**config.mk**
```make
export PLATFORM = sky130hd
export DESIGN_NAME = tuple_hasher
export DESIGN_NICKNAME = d
export VERILOG_FILES = /design/src/rtl/bloom_pkg.sv /design/src/rtl/tuple_hasher_crc32_byte_step.sv /design/src/rtl/tuple_hasher.sv
export SDC_FILE = /design/constraint.sdc
export NUM_CORES = 1
export LEC_CHECK = 0
export ABC_AREA = 1
export BUFFER_PORTS_ARGS = -buffer_cell sky130_fd_sc_hd__buf_2
export CORE_ASPECT_RATIO = 1.75
export CORE_MARGIN = 2
export CORE_UTILIZATION = 56
export CTS_CLUSTER_DIAMETER = 100
export CTS_CLUSTER_SIZE = 16
export DETAILED_ROUTE_END_ITERATION = 12
export PLACE_DENSITY = 0.81
export SYNTH_ARGS = -nofsm -noshare
export SYNTH_HDL_FRONTEND = slang
export SYNTH_SLANG_ARGS = --single-unit
```
**constraint.sdc**
```tcl
create_clock -name clk -period 4.3 [get_ports clk]
set_clock_uncertainty 0.2 [all_clocks]
set_input_delay 0 -clock clk [delete_from_list [all_inputs] [get_ports clk]]
set_output_delay 0 -clock clk [all_outputs]
set_load 0.005 [all_outputs]
```
**src/rtl/bloom_pkg.sv**
```systemverilog
// Shared constants, state encoding and tuple helpers for the Bloom-filter front end.
package bloom_pkg;

  localparam int          TUPLE_WIDTH = 96;
  localparam logic [31:0] CRC_POLY_A  = 32'h04C11DB7;
  localparam logic [31:0] CRC_POLY_B  = 32'h1EDC6F41;
  localparam logic [31:0] CRC_SEED    = 32'hFFFFFFFF;
  localparam int          HASH_BYTES  = 12;

  typedef enum logic [2:0] {
    ST_IDLE = 3'b001,
    ST_HASH = 3'b010,
    ST_OUT  = 3'b100
  } state_t;

  // An ACK travels in the reverse direction; swapping endpoints maps it onto its data flow.
  function automatic logic [TUPLE_WIDTH-1:0] swap_direction(input logic [TUPLE_WIDTH-1:0] t);
    return {t[63:32], t[95:64], t[15:0], t[31:16]};
  endfunction

endpackage

```
**src/rtl/tuple_hasher_crc32_byte_step.sv**
```systemverilog
// One byte of a non-reflected, MSB-first CRC-32 update; purely combinational.
module crc32_byte_step #(
  parameter logic [31:0] POLY = 32'h04C11DB7
) (
  input  logic [31:0] crc_in,
  input  logic [7:0]  data,
  output logic [31:0] crc_out
);

  logic [8:0][31:0] stage;

  assign stage[0] = crc_in;

  generate
    for (genvar gi = 0; gi < 8; gi++) begin : g_bit
      logic fb;
      assign fb           = stage[gi][31] ^ data[7-gi];
      assign stage[gi+1]  = {stage[gi][30:0], 1'b0} ^ (fb ? POLY : 32'h0);
    end
  endgenerate

  assign crc_out = stage[8];

endmodule

```
**src/rtl/tuple_hasher.sv**
```systemverilog
// Direction-normalises a 96-bit flow tuple and hashes it with CRC-32 and CRC-32C, one byte per cycle.
// Optional macro TUPLE_HASHER_DISTINCT_IDX_EN forces index_1 != index_0 by flipping its LSB.
module tuple_hasher #(
  parameter int SRAM_ADDR_WIDTH = 19,
  parameter int TUPLE_WIDTH     = 96
) (
  input  logic                       clk,
  input  logic                       reset,
  input  logic                       in_vld,
  output logic                       in_rdy,
  input  logic [TUPLE_WIDTH-1:0]     in_tuple,
  input  logic                       in_is_ack,
  output logic                       out_wr,
  input  logic                       out_rdy,
  output logic                       is_ack,
  output logic [TUPLE_WIDTH-1:0]     tuple,
  output logic [SRAM_ADDR_WIDTH-1:0] index_0,
  output logic [SRAM_ADDR_WIDTH-1:0] index_1
);
  import bloom_pkg::*;

  state_t                     state_reg, state_next;
  logic [3:0]                 byte_cnt_reg;
  logic [31:0]                crc_a_reg, crc_b_reg;
  logic [31:0]                crc_a_next, crc_b_next;
  logic [TUPLE_WIDTH-1:0]     tuple_reg;
  logic                       is_ack_reg;
  logic [SRAM_ADDR_WIDTH-1:0] index_0_reg, index_1_reg;
  logic [SRAM_ADDR_WIDTH-1:0] idx_0_next, idx_1_next, idx_1_raw;
  logic [7:0]                 byte_sel;
  logic                       last_byte;
  logic                       xfer;

  assign last_byte = (byte_cnt_reg == 4'(HASH_BYTES - 1));
  assign xfer      = in_vld && in_rdy;

  always_ff @(posedge clk or negedge reset) begin
    if (!reset) state_reg <= ST_IDLE;
    else        state_reg <= state_next;
  end

  always_comb begin
    state_next = state_reg;
    in_rdy     = 1'b0;
    out_wr     = 1'b0;
    unique case (state_reg)
      ST_IDLE: begin
        in_rdy = 1'b1;
        if (in_vld) state_next = ST_HASH;
      end
      ST_HASH: begin
        if (last_byte) state_next = ST_OUT;
      end
      ST_OUT: begin
        out_wr = out_rdy;
        if (out_rdy) state_next = ST_IDLE;
      end
      default: state_next = ST_IDLE;
    endcase
  end

  // MSB-first byte walk over the latched tuple.
  always_comb begin
    byte_sel = 8'h00;
    for (int i = 0; i < HASH_BYTES; i++) begin
      if (byte_cnt_reg == 4'(i)) byte_sel = tuple_reg[TUPLE_WIDTH-1-8*i -: 8];
    end
  end

  crc32_byte_step #(.POLY(CRC_POLY_A)) u_crc_a (
    .crc_in  (crc_a_reg),
    .data    (byte_sel),
    .crc_out (crc_a_next)
  );

  crc32_byte_step #(.POLY(CRC_POLY_B)) u_crc_b (
    .crc_in  (crc_b_reg),
    .data    (byte_sel),
    .crc_out (crc_b_next)
  );

  assign idx_0_next = crc_a_next[SRAM_ADDR_WIDTH-1:0];
  assign idx_1_raw  = crc_b_next[SRAM_ADDR_WIDTH-1:0];

`ifdef TUPLE_HASHER_DISTINCT_IDX_EN
  // Two distinct Bloom cells per key: break a collision by flipping the LSB.
  assign idx_1_next = (idx_1_raw == idx_0_next) ? (idx_0_next ^ SRAM_ADDR_WIDTH'(1)) : idx_1_raw;
`else
  assign idx_1_next = idx_1_raw;
`endif

  always_ff @(posedge clk or negedge reset) begin
    if (!reset) begin
      byte_cnt_reg <= 4'd0;
      crc_a_reg    <= 32'h0;
      crc_b_reg    <= 32'h0;
      tuple_reg    <= '0;
      is_ack_reg   <= 1'b0;
      index_0_reg  <= '0;
      index_1_reg  <= '0;
    end else if (xfer) begin
      byte_cnt_reg <= 4'd0;
      crc_a_reg    <= CRC_SEED;
      crc_b_reg    <= CRC_SEED;
      tuple_reg    <= in_is_ack ? swap_direction(in_tuple) : in_tuple;
      is_ack_reg   <= in_is_ack;
    end else if (state_reg == ST_HASH) begin
      byte_cnt_reg <= byte_cnt_reg + 4'd1;
      crc_a_reg    <= crc_a_next;
      crc_b_reg    <= crc_b_next;
      if (last_byte) begin
        index_0_reg <= idx_0_next;
        index_1_reg <= idx_1_next;
      end
    end
  end

  assign is_ack  = is_ack_reg;
  assign tuple   = tuple_reg;
  assign index_0 = index_0_reg;
  assign index_1 = index_1_reg;

endmodule

```
## Yosys cells after proc, flatten, opt, wreduce, memory -nomap -nowiden

Index checks and enable logic that the tools add are counted.

| storage, ports and cells | value |
|---|---|
| register bits after elaboration | 206 |
| bits of input ports | 101 |
| word-level logic and storage cells | 105 |

| cells by class | value |
|---|---|
| add/sub/neg operators | 1 |
| equality and inequality tests | 17 |
| muxes and demuxes | 41 |
| bitwise gates (word level) | 33 |
| reduce and logical (&&, ||, !) cells | 5 |

Operator list:

| operator | count |
|---|---|
| $xor A32 B32 Y32 | 16 |
| $mux W29 | 8 |
| $mux W27 | 8 |
| $mux W32 | 4 |
| $mux W8 | 12 |
| $mux W96 | 1 |
| $eq A4 B3 Y1 const B | 4 |
| $eq A4 B4 Y1 const B | 4 |
| $xor A1 B1 Y1 | 16 |
| $mux W3 | 3 |
| $pmux W3 S3 | 1 |
| $eq A4 B2 Y1 const B | 2 |
| $mux W4 | 2 |
| $ne A2 B2 Y1 const B | 3 |
| $reduce_and A3 Y1 | 2 |
| $add A4 B1 Y4 const B | 1 |
| $eq A4 B1 Y1 const B | 1 |
| $logic_not A4 Y1 | 1 |
| $eq A3 B1 Y1 const B | 1 |
| $eq A3 B2 Y1 const B | 1 |
| $eq A3 B3 Y1 const B | 1 |
| $mux W1 | 2 |
| $reduce_bool A2 Y1 | 1 |
| $logic_and A1 B1 Y1 | 1 |
| $not A1 Y1 | 1 |

## Depth between registers and ports, before layout

| depth | value |
|---|---|
| depth after elaboration | 39 |
| gate-level depth with buffers | 30 |

## By module

Synthesis repeated with hierarchy kept, for this count alone.

| unflattened totals | value |
|---|---|
| cell total of the unflattened synthesis | 1,784 |
| area, all modules | 12,763.5 µm² |

Modules (own cells, without submodules):

| module | instances | cells each | area each (µm²) | sequential area each (µm²) |
|---|---|---|---|---|
| tuple_hasher | 1 | 1,277 | 9,875.7 | 5,156.2 |
| crc32_byte_step at u_crc_b | 1 | 268 | 1,602.8 | 0.0 |
| crc32_byte_step at u_crc_a | 1 | 239 | 1,285.0 | 0.0 |

## Least setup slack after synthesis

Ideal clock, no wire load.

| timing path | value |
|---|---|
| path kind | reg2reg |
| start point | register byte_cnt_reg[0] |
| end point | register crc_a_reg[11] |
| arrival | 2.697 ns |
| path slack | 1.284 ns |
| stages on the path, launching flop included | 28 |
| path buffers | 0 |
| period minus slack after synthesis | 3.016 ns |
| cells stage by stage | dfrtp_1 -> inv_1 -> ha_1 -> inv_1 -> nor2_4 -> inv_2 -> nand2_1 -> inv_1 -> nand2_1 -> nand2_1 -> nand2_1 -> nand2_1 -> nand3_1 -> nand2_1 -> nand2_2 -> nand2_4 -> xor2_2 -> nand2_1 -> nand2_1 -> nand2_1 -> nand2_1 -> nand2_1 -> nand2_1 -> nand2_1 -> nand2_1 -> nand2_1 -> nand3_1 -> nand2_1 |

| between the ends | value |
|---|---|
| cells in the longest elaborated chain, start to end | 27 |
| elaborated cells between the ends (all ways) | 46 |
| those cells by class | 11 x eq/ne; 20 x mux; 14 x bitwise; 1 x reduce/logical |

RTL lines:

| element | RTL line | RTL |
|---|---|---|
| start: declaration | tuple_hasher.sv:23 | `logic [3:0] byte_cnt_reg;` |
| start signal: assignment | tuple_hasher.sv:108 | `byte_cnt_reg <= byte_cnt_reg + 4'd1;` |
| $logic_not A4 Y1 | tuple_hasher.sv:66 | `if (byte_cnt_reg == 4'(i)) byte_sel = tuple_reg[TUPLE_WIDTH-1-8*i -: 8];` |
| $mux W8 (11 in a row) | tuple_hasher.sv:66 |  |
| $mux W8 * | tuple_hasher.sv:66 |  |
| $xor A1 B1 Y1 | tuple_hasher_crc32_byte_step.sv:17 | `assign fb = stage[gi][31] ^ data[7-gi];` |
| $mux W27 | tuple_hasher_crc32_byte_step.sv:18 | `assign stage[gi+1] = {stage[gi][30:0], 1'b0} ^ (fb ? POLY : 32'h0);` |
| $xor A32 B32 Y32 (6 in a row) | tuple_hasher_crc32_byte_step.sv:18 |  |
| $xor A1 B1 Y1 | tuple_hasher_crc32_byte_step.sv:17 |  |
| $mux W27 | tuple_hasher_crc32_byte_step.sv:18 |  |
| $xor A32 B32 Y32 | tuple_hasher_crc32_byte_step.sv:18 |  |
| $xor A32 B32 Y32 * | tuple_hasher_crc32_byte_step.sv:18 |  |
| $mux W32 * | tuple_hasher.sv:107 | `end else if (state_reg == ST_HASH) begin` |
| $mux W32 * | tuple_hasher.sv:101 | `end else if (xfer) begin` |
| end signal: assignment | tuple_hasher.sv:109 | `crc_a_reg <= crc_a_next;` |
| end: declaration | tuple_hasher.sv:24 | `logic [31:0] crc_a_reg, crc_b_reg;` |

Mark *: on every way between the ends. The rest lies on a longest branch, timed or not. The select of a mux whose other input is x is not followed.
A chain may end at the register's enable or synchronous reset.

==> flow_summary_export.csv <==
group,metric,value,unit
detailed_routing,drt-pass1-iter-count,6,
timing,rsz0062_at_grt,"false",
detailed_routing,drc,0,
clock_network,clock_latency,0.50,ns
timing,hold_viol,2,
layout,layout-drive-gt1-share,17.9,%
placed_design,gp_congestion,0.985,
placed_design,io_buffers,237,
job,maxCapViolCount,0,
timing,whs,-0.00491,ns
detailed_routing,totalWireLength,43400,µm
critical_path,rrSetupSlack,0.33,ns
critical_path,critPathKind,"flip-flop to flip-flop",
timing,slew-limit-headroom,28.9,%
logic_synthesis,syn_inst,1698,
logic_synthesis,synthFlopType,"dfrtp_1",
critical_path,cp.arrival,4.19,ns
run_status,violations,"negative hold slack",
layout,num-nets-final,2149,
layout,seq_area,0.00516,mm²
placed_design,placed_cells,2175,
layout,syn_to_final_growth,27.1,%
global_route,antenna_found_initial,1,
critical_path,end_kind,"flip-flop",
critical_path,crit_family,"buffers and inverters",
placed_design,dp_hpwl,28700,µm
logic_synthesis,avgSynthCellArea,7.29,µm²
timing,worst_slew_pin_slew,1.07,ns
timing,min_period,3.97,ns
layout,largest_register_ffs,96,
clock_network,cts_buffers,16,
logic_synthesis,yosysWarnings,0,
logic_synthesis,yosys-top-cells-area,"dfrtp_1 (41%), nand2_1 (17%), nand3_1 (5.1%), inv_1 (4.9%), xor2_1 (3.8%)",
critical_path,slowest_delay,0.60,ns
layout,fin_cells,2347,
logic_synthesis,ys_seq_area_share,41.7,%
logic_synthesis,yosys.area.top_type_share,41.4,%
die,rows,72,
clock_network,cts_sinks,206,
min_path,hold_path.class,"primary input to asynchronous set/reset pin",
timing,finalSetupTns,0,ns
detailed_routing,route.vias.total,13300,
timing,setup_viol,0,
detailed_routing,avgRoutedWirePerCell,18.5,µm
timing,fin_crit_sh,92.2,%
die,die_w,116,µm
logic_synthesis,async_flop_share,100,%
die,core,0.0219,mm²
global_route,grt_use_total,37.4,%
timing,max_freq,252,MHz
timing,slew_viol_final,0,
clock_network,cts_setup_buffers,0,
critical_path,crit_chain,"ha_1 -> inv_1 -> nor2_1 -> buf_4 -> inv_1 -> nand2_1 -> o211ai_1 -> nor2_4 -> buf_12 -> buf_4 -> nor2_1 -> a31oi_1 -> dlygate4sd3_1",
logic_synthesis,ys_types,48,
global_route,grt_max_degree,171,
global_route,overflow,0,
clock_network,clockRootBuffer,"clkbuf_16",
run_status,status,"finished, violations left",
global_route,grt_pass1_wl,68300,µm
logic_synthesis,synth_top_cell_by_area,"dfrtp_1",
layout,fill_cells,1646,
die,die_y,201,µm
clock_network,path_clk_slew,0.08,ns
critical_path,cp_slowest_cell,"dlygate4sd3_1",
logic_synthesis,synth_edf_count,0,
logic_synthesis,syn-num-nets,1803,
detailed_routing,drt-initial-drc-count,1130,
layout,multiInputGateArea,0.00626,mm²
critical_path,crit_buf_inv,6,
critical_path,cp_data_required_time,4.53,ns
detailed_routing,via_per_inst,5.67,
logic_synthesis,syn_area,0.0124,mm²
critical_path,r2r_start,"byte_cnt_reg[0]",
critical_path,crit_path_start_kind,"flip-flop",
die,initial_utilization,56.5,%
detailed_routing,ant_nets,0,
clock_network,clockBufferDepth,3,
logic_synthesis,ys_seq_elements,206,
die,io_pins,238,
clock_network,htree_levels,1,
critical_path,crit_fanout,170,
clock_network,cts_tree,"yes",
global_route,grt_pass1_vias,13100,
die,dieArea,0.0234,mm²
critical_path,critPathLaunch,"byte_cnt_reg[0]",
## final timing paths
check,to,cells after the start
max,tuple[71],13
min,tuple[66],2
max reg2reg,tuple[71],13
min reg2reg,index_1[14],2
max in group asynchronous,state_reg[0],3
min in group clk,tuple[36],4
## stage by stage
step | area [µm²] | utilization [%] | setup slack (ns) | hold WS (ns)
after floorplan | 12400 | - | 1.28 | -0.496
after global placement | 13800 | 63.0 | 0.358 | 0.0261
after detailed placement | 13800 | 63.0 | 0.256 | 0.0277
after CTS | 15700 | 71.8 | 0.196 | 0.0413
after global routing | 15700 | 71.9 | 0.0464 | 0.128
final | 15700 | 71.9 | 0.334 | -0.00491
## kinds of logic (layout without fill, tap and decap cells)
kind of cell	Yosys count	count (layout)	share of synthesized area, %
XOR/XNOR	84	84	6.85
buffers and inverters	251	603	7.95
AND/OR/NAND/NOR	886	886	30.4
adder cells (fa/ha/maj)	4	4	0.404
other	0	1	0
flip-flops	206	206	41.7
AO/OA/AOI/OAI	267	267	12.8
## metal layers
layer	routed length, µm	track usage [%]
met5	0	0
met1	14700	41.3
met4	3840	27.3
met2	21800	64.2
met3	3090	4.92
## timing repair
item	CTS	global route
resized for setup	0	3
hold endpoints to repair	224	0
hold buffers	147	0
endpoints found under the setup margin	0	15
## layout by cell type, fill, tap and decap left out, types with 10 or more instances in the layout
cell / instances
xnor2_1: 18
a31oi_1: 59
xor2_1: 54
inv_2: 14
a21oi_1: 48
buf_2: 236
nand2_1: 560
dlygate4sd3_1: 147
dfrtp_1: 205
nand2_4: 10
inv_1: 160
nand2_2: 30
nor2_1: 121
o211ai_1: 41
clkbuf_16: 17
o21ai_0: 77
nand3_1: 126
buf_4: 19
o21ai_1: 18
## layout make-up
class                   instances  share of cell area (%)
flip-flops and latches        206                    32.8
multi-input cells            1241                    39.8
inverters                     175                    4.17
diodes                          1                  0.0159
repair buffers                404                    18.0
well taps                     296                    2.35
clock buffers                  24                    2.93
## synthesized netlist by cell type (all sizes together), types with 23 or more instances
cell type	count
dfrtp	205
nor2	131
a21oi	48
clkbuf	60
o21ai	95
nand3	128
nand2	600
inv	174
xor2	61
a31oi	59
o211ai	41
xnor2	23
Power is not shown: default switching activity piles up to over one toggle a cycle in this logic, so the estimate is an artifact.
